### config.mk
export PLATFORM = sky130hd
export DESIGN_NAME = mem_stage
export DESIGN_NICKNAME = d
export VERILOG_FILES = /design/src/rtl/mem_stage.sv
export SDC_FILE = /design/constraint.sdc
export NUM_CORES = 1
export LEC_CHECK = 0
export ABC_CLOCK_PERIOD_IN_PS = 4000
export CAP_MARGIN = 15
export CELL_PAD_IN_SITES_DETAIL_PLACEMENT = 1
export CELL_PAD_IN_SITES_GLOBAL_PLACEMENT = 1
export CORE_MARGIN = 3
export CORE_UTILIZATION = 28
export DETAILED_ROUTE_END_ITERATION = 10
export PLACE_DENSITY = 0.88
export REMOVE_ABC_BUFFERS = 1
export SLEW_MARGIN = 10
export SYNTH_ARGS = -nofsm -noshare
export SYNTH_HDL_FRONTEND = slang
export SYNTH_SLANG_ARGS = --single-unit
### constraint.sdc
create_clock -name clk -period 4 [get_ports clk]
set_clock_uncertainty 0.05 [all_clocks]
set_input_delay 1.2 -clock clk [delete_from_list [all_inputs] [get_ports clk]]
set_output_delay 1.2 -clock clk [all_outputs]
set_load 0.02 [all_outputs]
### src/rtl/mem_stage.sv
// Memory-access stage with MEM/WB pipeline register: 64-bit loads/stores over a
// req/ack port, upstream stall while outstanding, abort on misalignment or timeout.
module mem_stage #(
  parameter int unsigned TIMEOUT = 16
) (
  input  logic        clk,
  input  logic        reset,
  input  logic        ex_valid,
  input  logic [63:0] ex_alu_result,
  input  logic [63:0] ex_store_data,
  input  logic [4:0]  ex_rd,
  input  logic        ex_mem_read,
  input  logic        ex_mem_write,
  input  logic        ex_mem_to_reg,
  input  logic        ex_reg_write,
  output logic        mem_stall,
  output logic        dmem_req,
  output logic        dmem_we,
  output logic [63:0] dmem_addr,
  output logic [63:0] dmem_wdata,
  input  logic [63:0] dmem_rdata,
  input  logic        dmem_ack,
  output logic        wb_valid,
  output logic [4:0]  wb_reg,
  output logic [63:0] wb_loaded_data,
  output logic [63:0] wb_results,
  output logic        wb_mem_to_reg,
  output logic        wb_reg_write,
  output logic        mem_fault
);

  typedef enum logic {IDLE = 1'b0, ACCESS = 1'b1} state_t;

  localparam logic [7:0] CNT_LAST = 8'(TIMEOUT - 1);

  state_t      state_q, state_d;
  logic [7:0]  cnt_q, cnt_d;
  logic        dmem_req_q, dmem_req_d;
  logic        dmem_we_q, dmem_we_d;
  logic [63:0] dmem_addr_q, dmem_addr_d;
  logic [63:0] dmem_wdata_q, dmem_wdata_d;
  logic        wb_valid_q, wb_valid_d;
  logic [4:0]  wb_reg_q, wb_reg_d;
  logic [63:0] wb_loaded_data_q, wb_loaded_data_d;
  logic [63:0] wb_results_q, wb_results_d;
  logic        wb_mem_to_reg_q, wb_mem_to_reg_d;
  logic        wb_reg_write_q, wb_reg_write_d;
  logic        mem_fault_q, mem_fault_d;
  logic        mem_op_s, bad_s, stall_s;

  assign mem_op_s = ex_valid & (ex_mem_read | ex_mem_write);
  assign bad_s    = mem_op_s & ((ex_alu_result[2:0] != 3'd0) | (ex_mem_read & ex_mem_write));

  // Next-state, request and write-back register computation
  always_comb begin
    state_d          = state_q;
    cnt_d            = cnt_q;
    dmem_req_d       = dmem_req_q;
    dmem_we_d        = dmem_we_q;
    dmem_addr_d      = dmem_addr_q;
    dmem_wdata_d     = dmem_wdata_q;
    wb_valid_d       = wb_valid_q;
    wb_reg_d         = wb_reg_q;
    wb_loaded_data_d = wb_loaded_data_q;
    wb_results_d     = wb_results_q;
    wb_mem_to_reg_d  = wb_mem_to_reg_q;
    wb_reg_write_d   = wb_reg_write_q;
    mem_fault_d      = 1'b0;
    stall_s          = 1'b0;
    case (state_q)
      IDLE: begin
        if (mem_op_s && !bad_s) begin
          stall_s      = 1'b1;
          dmem_req_d   = 1'b1;
          dmem_we_d    = ex_mem_write;
          dmem_addr_d  = ex_alu_result;
          dmem_wdata_d = ex_store_data;
          cnt_d        = 8'd0;
          state_d      = ACCESS;
          wb_valid_d   = 1'b0;
        end else begin
          wb_valid_d       = ex_valid;
          wb_reg_d         = ex_rd;
          wb_results_d     = ex_alu_result;
          wb_mem_to_reg_d  = ex_mem_to_reg;
          wb_loaded_data_d = 64'd0;
          wb_reg_write_d   = ex_reg_write & ~bad_s;
          mem_fault_d      = bad_s;
        end
      end
      ACCESS: begin
        if (dmem_ack) begin
          // The instruction is still held on ex_* since it was stalled.
          wb_valid_d       = 1'b1;
          wb_reg_d         = ex_rd;
          wb_results_d     = ex_alu_result;
          wb_mem_to_reg_d  = ex_mem_to_reg;
          wb_reg_write_d   = ex_reg_write;
          wb_loaded_data_d = dmem_we_q ? 64'd0 : dmem_rdata;
          dmem_req_d       = 1'b0;
          state_d          = IDLE;
        end else if (cnt_q == CNT_LAST) begin
          wb_valid_d       = 1'b1;
          wb_reg_d         = ex_rd;
          wb_results_d     = ex_alu_result;
          wb_mem_to_reg_d  = ex_mem_to_reg;
          wb_reg_write_d   = 1'b0;
          wb_loaded_data_d = 64'd0;
          mem_fault_d      = 1'b1;
          dmem_req_d       = 1'b0;
          state_d          = IDLE;
        end else begin
          stall_s    = 1'b1;
          cnt_d      = cnt_q + 8'd1;
          wb_valid_d = 1'b0;
        end
      end
      default: begin
        state_d    = IDLE;
        dmem_req_d = 1'b0;
      end
    endcase
    if (reset) begin
      mem_stall = 1'b0;
    end else begin
      mem_stall = stall_s;
    end
  end

  // State and output registers with synchronous reset
  always_ff @(posedge clk) begin
    if (reset) begin
      state_q          <= IDLE;
      cnt_q            <= 8'd0;
      dmem_req_q       <= 1'b0;
      dmem_we_q        <= 1'b0;
      dmem_addr_q      <= 64'd0;
      dmem_wdata_q     <= 64'd0;
      wb_valid_q       <= 1'b0;
      wb_reg_q         <= 5'd0;
      wb_loaded_data_q <= 64'd0;
      wb_results_q     <= 64'd0;
      wb_mem_to_reg_q  <= 1'b0;
      wb_reg_write_q   <= 1'b0;
      mem_fault_q      <= 1'b0;
    end else begin
      state_q          <= state_d;
      cnt_q            <= cnt_d;
      dmem_req_q       <= dmem_req_d;
      dmem_we_q        <= dmem_we_d;
      dmem_addr_q      <= dmem_addr_d;
      dmem_wdata_q     <= dmem_wdata_d;
      wb_valid_q       <= wb_valid_d;
      wb_reg_q         <= wb_reg_d;
      wb_loaded_data_q <= wb_loaded_data_d;
      wb_results_q     <= wb_results_d;
      wb_mem_to_reg_q  <= wb_mem_to_reg_d;
      wb_reg_write_q   <= wb_reg_write_d;
      mem_fault_q      <= mem_fault_d;
    end
  end

  assign dmem_req       = dmem_req_q;
  assign dmem_we        = dmem_we_q;
  assign dmem_addr      = dmem_addr_q;
  assign dmem_wdata     = dmem_wdata_q;
  assign wb_valid       = wb_valid_q;
  assign wb_reg         = wb_reg_q;
  assign wb_loaded_data = wb_loaded_data_q;
  assign wb_results     = wb_results_q;
  assign wb_mem_to_reg  = wb_mem_to_reg_q;
  assign wb_reg_write   = wb_reg_write_q;
  assign mem_fault      = mem_fault_q;

endmodule
# Word-level counts from Yosys, hierarchy flattened
# Index checks and enable logic that the tools add are counted.
# word_totals
output_inout_bits,268
wordCells,75
register_bits,276
inputBits,205
# op_classes
n_bitwise,8
add_sub_neg,1
n_eq_ne,6
reduce_logical,7
n_mux,40
# ops
cell,count
2-to-1 mux 64 bit,7
one-hot mux 64 bit (2 select lines),2
2-to-1 mux 8 bit,3
2-to-1 mux 1 bit,17
one-hot mux 8 bit (2 select lines),1
2-to-1 mux 5 bit,3
one-hot mux 1 bit (2 select lines),6
one-hot mux 5 bit (2 select lines),1
"adder 8 x 1 -> 8 bit, second input constant",1
"equality test 8 x 4 -> 1 bit, second input constant",1
"inequality test 2 bit, second input constant",4
AND reduction 2 bit,3
AND 1 bit,4
"inequality test 3 x 2 -> 1 bit, second input constant",1
AND reduction 3 bit,1
nonzero test 3 bit,1
inverter 1 bit,2
bitwise OR 1 bit,2
logical AND 1 bit,1
zero test 1 bit,1

# Longest topological paths before layout
# depth
ltp_word,8
ltp_mapped,9
ltp_nobuf,5

# Worst setup path before layout
# No wires, ideal clock.
# synth_path
path_type,input -> output
start,input port ex_mem_read
end,output port mem_stall
arrival_time_ns,2.438
stages,5
setup_slack_ns,0.312
required_time_ns,2.750
cell_sequence,a2111oi_2 o2111ai_1 buf_2 a21oi_4 buf_2
# synth_via
elab_chain_len,8
elab_cells_between_ends,10
cone_classes,mux (3); bitwise (5); reduce/logical (2)
# synth_rtl
element,line_no,source
"start, declared",12,"input logic ex_mem_read,"
bitwise OR 1 bit / AND 1 bit (equally long branches),"51, 52",
AND 1 bit / bitwise OR 1 bit (equally long branches),"51, 52",
AND 1 bit,52,assign bad_s = mem_op_s & ((ex_alu_result[2:0] != 3'd0) | (ex_mem_read & ex_mem_write));
zero test 1 bit,72,if (mem_op_s && !bad_s) begin
logical AND 1 bit *,72,
2-to-1 mux 1 bit *,72,
one-hot mux 1 bit (2 select lines) *,70,case (state_q)
2-to-1 mux 1 bit *,123,if (reset) begin
"end, declared",16,"output logic mem_stall,"
# Mark *: on every way between the ends. The rest lies on a longest branch, timed or not.

# Final worst setup path
# layout_path
start,input port ex_alu_result[0]
end,output port mem_stall
# layout_via
elab_chain_len,8
# layout_rtl
element,line_no,source
"start, declared",9,"input logic [63:0] ex_alu_result,"
nonzero test 3 bit,52,
bitwise OR 1 bit,52,
AND 1 bit,52,
zero test 1 bit,72,
logical AND 1 bit,72,
2-to-1 mux 1 bit,72,
one-hot mux 1 bit (2 select lines),70,
2-to-1 mux 1 bit,123,
# No other way between the ends.

==> flow_summary.ini <==
[outcome]
status = complete, no violations

[yosys]
synth_mux_area_share_pct = 0
synth_top_family_by_area = compound AO/OA/AOI/OAI gates
synth_area_um2 = 9030
synth_compound_area_share_pct = 22.5
ys_seq_area_share_pct = 61.2
synthCells = 925
synth_seq_cells = 276
avgSynthCellArea_um2 = 9.76
yosysUniqueCellTypes = 38
yosysWarnings = 0
synth_fa_ha_area_share_pct = 0.139
synthSimpleGateAreaFrac_pct = 12.3
synthXorXnorAreaFrac_pct = 0

[clock_network]
cts_max_level = 1
cts.sinks = 276
numCtsBuffers = 30
cts_tree = done
cts-root-buf = clkbuf_16
clk_latency_ns = 0.56
clockBufferDepth = 3
hold_buffers = 0
cts.clk_slew.worst_paths_ns = 0.06

[power]
p_switching_mw = 1.49
combinationalPowerShare_pct = 9.4
switching_share_pct = 22.6
p_per_area_nw_per_um2 = 430
p_leak_nw = 5.56
p_clk_share_pct = 47.1
ir_drop_mv = 0.312
p_int_mw = 5.08
share_seq_of_total_power_pct = 43.5

[cells_and_area]
area_growth_pct = 69.2
fillerInstances = 3426
fin_cells = 1802
regArea_um2 = 5530
layout_commonest_cell = clkdlybuf4s50_1
multiInputGateArea_um2 = 3210
final_cell_mix = clkdlybuf4s50_1 (466), dfxtp_1 (276), nand2_1 (259)
layout-drive-gt1-share_pct = 5.72
nets = 1581

[floorplan]
die-width_um = 186
start_util_pct = 28.5
fp.dieH_um = 186
io_pins = 473
core_um2 = 31600
die_area_um2 = 34400
rows = 65

[timing]
period_share_pct = 96.7
fin_hold_ws_ns = 0.404
finalSetupTns_ns = 0
fmax_mhz = 259
tightestPinTransition_ns = 1.04
setup_viol = 0
timing.slew.headroom_pct = 30.7
fin_crit_ns = 3.87
slew_viol_final = 0
rsz0062_at_grt = no
setup_slack_ns = 0.134
hold_violations = 0

[setup_path]
cp.arrival_ns = 2.62
timing.rr.start = state_q$_DFF_P_
required_ns = 2.75
crit_path_max_fanout = 2
r2r_end = cnt_q[7]$_SDFFE_PP0P_
ff2ff_path_depth = 6
critPathLaunchType = primary input
r2r_slack_ns = 1.05
critPathCaptureType = output port
crit_type = in -> out

[grt]
grt_start_max_net_pins = 94
grt_antenna_before_repair = 1
grt-ovfl-total = 0
grt.total_usage_pct = 20.9
grt_pass1_vias = 9571
grt_pass1_wl_mm = 56.7

[routing]
viasPerCell = 4.97
avgRoutedWirePerCell_um = 21.3
vias = 8947
wl_mm = 38.5
drt_first_pass_iters = 4
drcViolationCount = 0
ant_nets = 0
drtIter0Drc = 338

[placed_design]
place_ws_ns = -0.543
place.gp.congestion = 0.808
numPortBuffers = 472
dp_hpwl_mm = 26.9
place_inst = 1744

[hold_path]
whs_endpoint = dmem_addr[26]$_SDFFE_PP0P_
min_path_cells = 2
worstHoldStart = dmem_addr[26]$_SDFFE_PP0P_
hold_class = reg -> reg

[run]
maxCapViolations = 0
[per-stage QoR]
step                      util [%]  total power, mW  instance area (um2)
after global routing          48.3             6.80                15300
final                         48.3             6.56                15300
after CTS                     48.2             6.65                15300
after floorplan                  -             3.09                 8690
after global placement        44.7             3.51                14100
after detailed placement      44.7             3.53                14100
[cell usage after synthesis (all sizes together)]
master | count | share of area [%]
a2111oi | 1 | 0.17
a21o | 1 | 0.083
a21oi | 135 | 7.6
a22o | 134 | 13
a311oi | 2 | 0.19
a32o | 1 | 0.11
a41o | 1 | 0.11
and3 | 4 | 0.28
buf | 31 | 1.9
clkbuf | 44 | 1.8
dfxtp | 276 | 61
ha | 1 | 0.14
inv | 3 | 0.12
nand2 | 259 | 11
nand2b | 2 | 0.14
nand3 | 3 | 0.17
nand4 | 2 | 0.14
nor2 | 3 | 0.12
nor2b | 1 | 0.069
nor3 | 2 | 0.17
nor4 | 2 | 0.21
nor4b | 1 | 0.097
o2111a | 1 | 0.12
o2111ai | 4 | 0.39
o211ai | 1 | 0.083
o21a | 1 | 0.083
o21ai | 3 | 0.17
o221ai | 1 | 0.097
o22a | 1 | 0.097
o311ai | 1 | 0.097
o31ai | 1 | 0.083
or4 | 2 | 0.17
[how the worst max path moves through the flow]
| stage | end | start |
|---|---|---|
| 2_1_floorplan | mem_stall | ex_mem_write |
| 3_3_place_gp | mem_stall | ex_mem_read |
| 3_5_place_dp | mem_stall | ex_alu_result[2] |
| 4_1_cts | mem_stall | ex_alu_result[1] |
| 5_1_grt | mem_stall | ex_alu_result[0] |
| 6_report | mem_stall | ex_alu_result[0] |
[power groups by stage]
stage	registers, mW	logic (mW)	clock network, mW
after floorplan	2.99	0.0953	0
after global placement	2.91	0.599	0
after detailed placement	2.91	0.612	0
after CTS	2.86	0.618	3.18
after global routing	2.86	0.647	3.29
final	2.86	0.615	3.09
[layer usage]
metal	track usage, %	wire, um	vias up
met3	7.33	3680	76
met4	7.75	1450	0
met5	0	0	-
li1	-	-	4125
met1	22.6	14300	4357
met2	37.8	19000	389
[final cells by class]
class / instances / share of cell area, %
well taps: 402 / 3.29
clock inverters: 15 / 1.79
flip-flops and latches: 276 / 36.2
repair buffers: 493 / 32.1
clock buffers: 41 / 5.51
diodes: 1 / 0.0164
multi-input cells: 571 / 21.0
inverters: 3 / 0.0737
[logic make-up after synthesis]
group / Yosys count
AND/OR/NAND/NOR: 281
AO/OA/AOI/OAI: 289
adder cells (fa/ha/maj): 1
flip-flops: 276
buffers and inverters: 78
[repair_timing]
item,in CTS,in global routing
setup buffers,1,0
gates resized for setup,8,3
endpoints found under the setup margin,1,1
pin swaps,2,1
[critical path, stage by stage]
cell and delay, ns:
clkdlybuf4s50_1 0.47, a2111oi_4 0.20, buf_4 0.17, o2111ai_4 0.13
a21oi_4 0.27, buf_6 0.16
(Power assumes the default switching activity.)
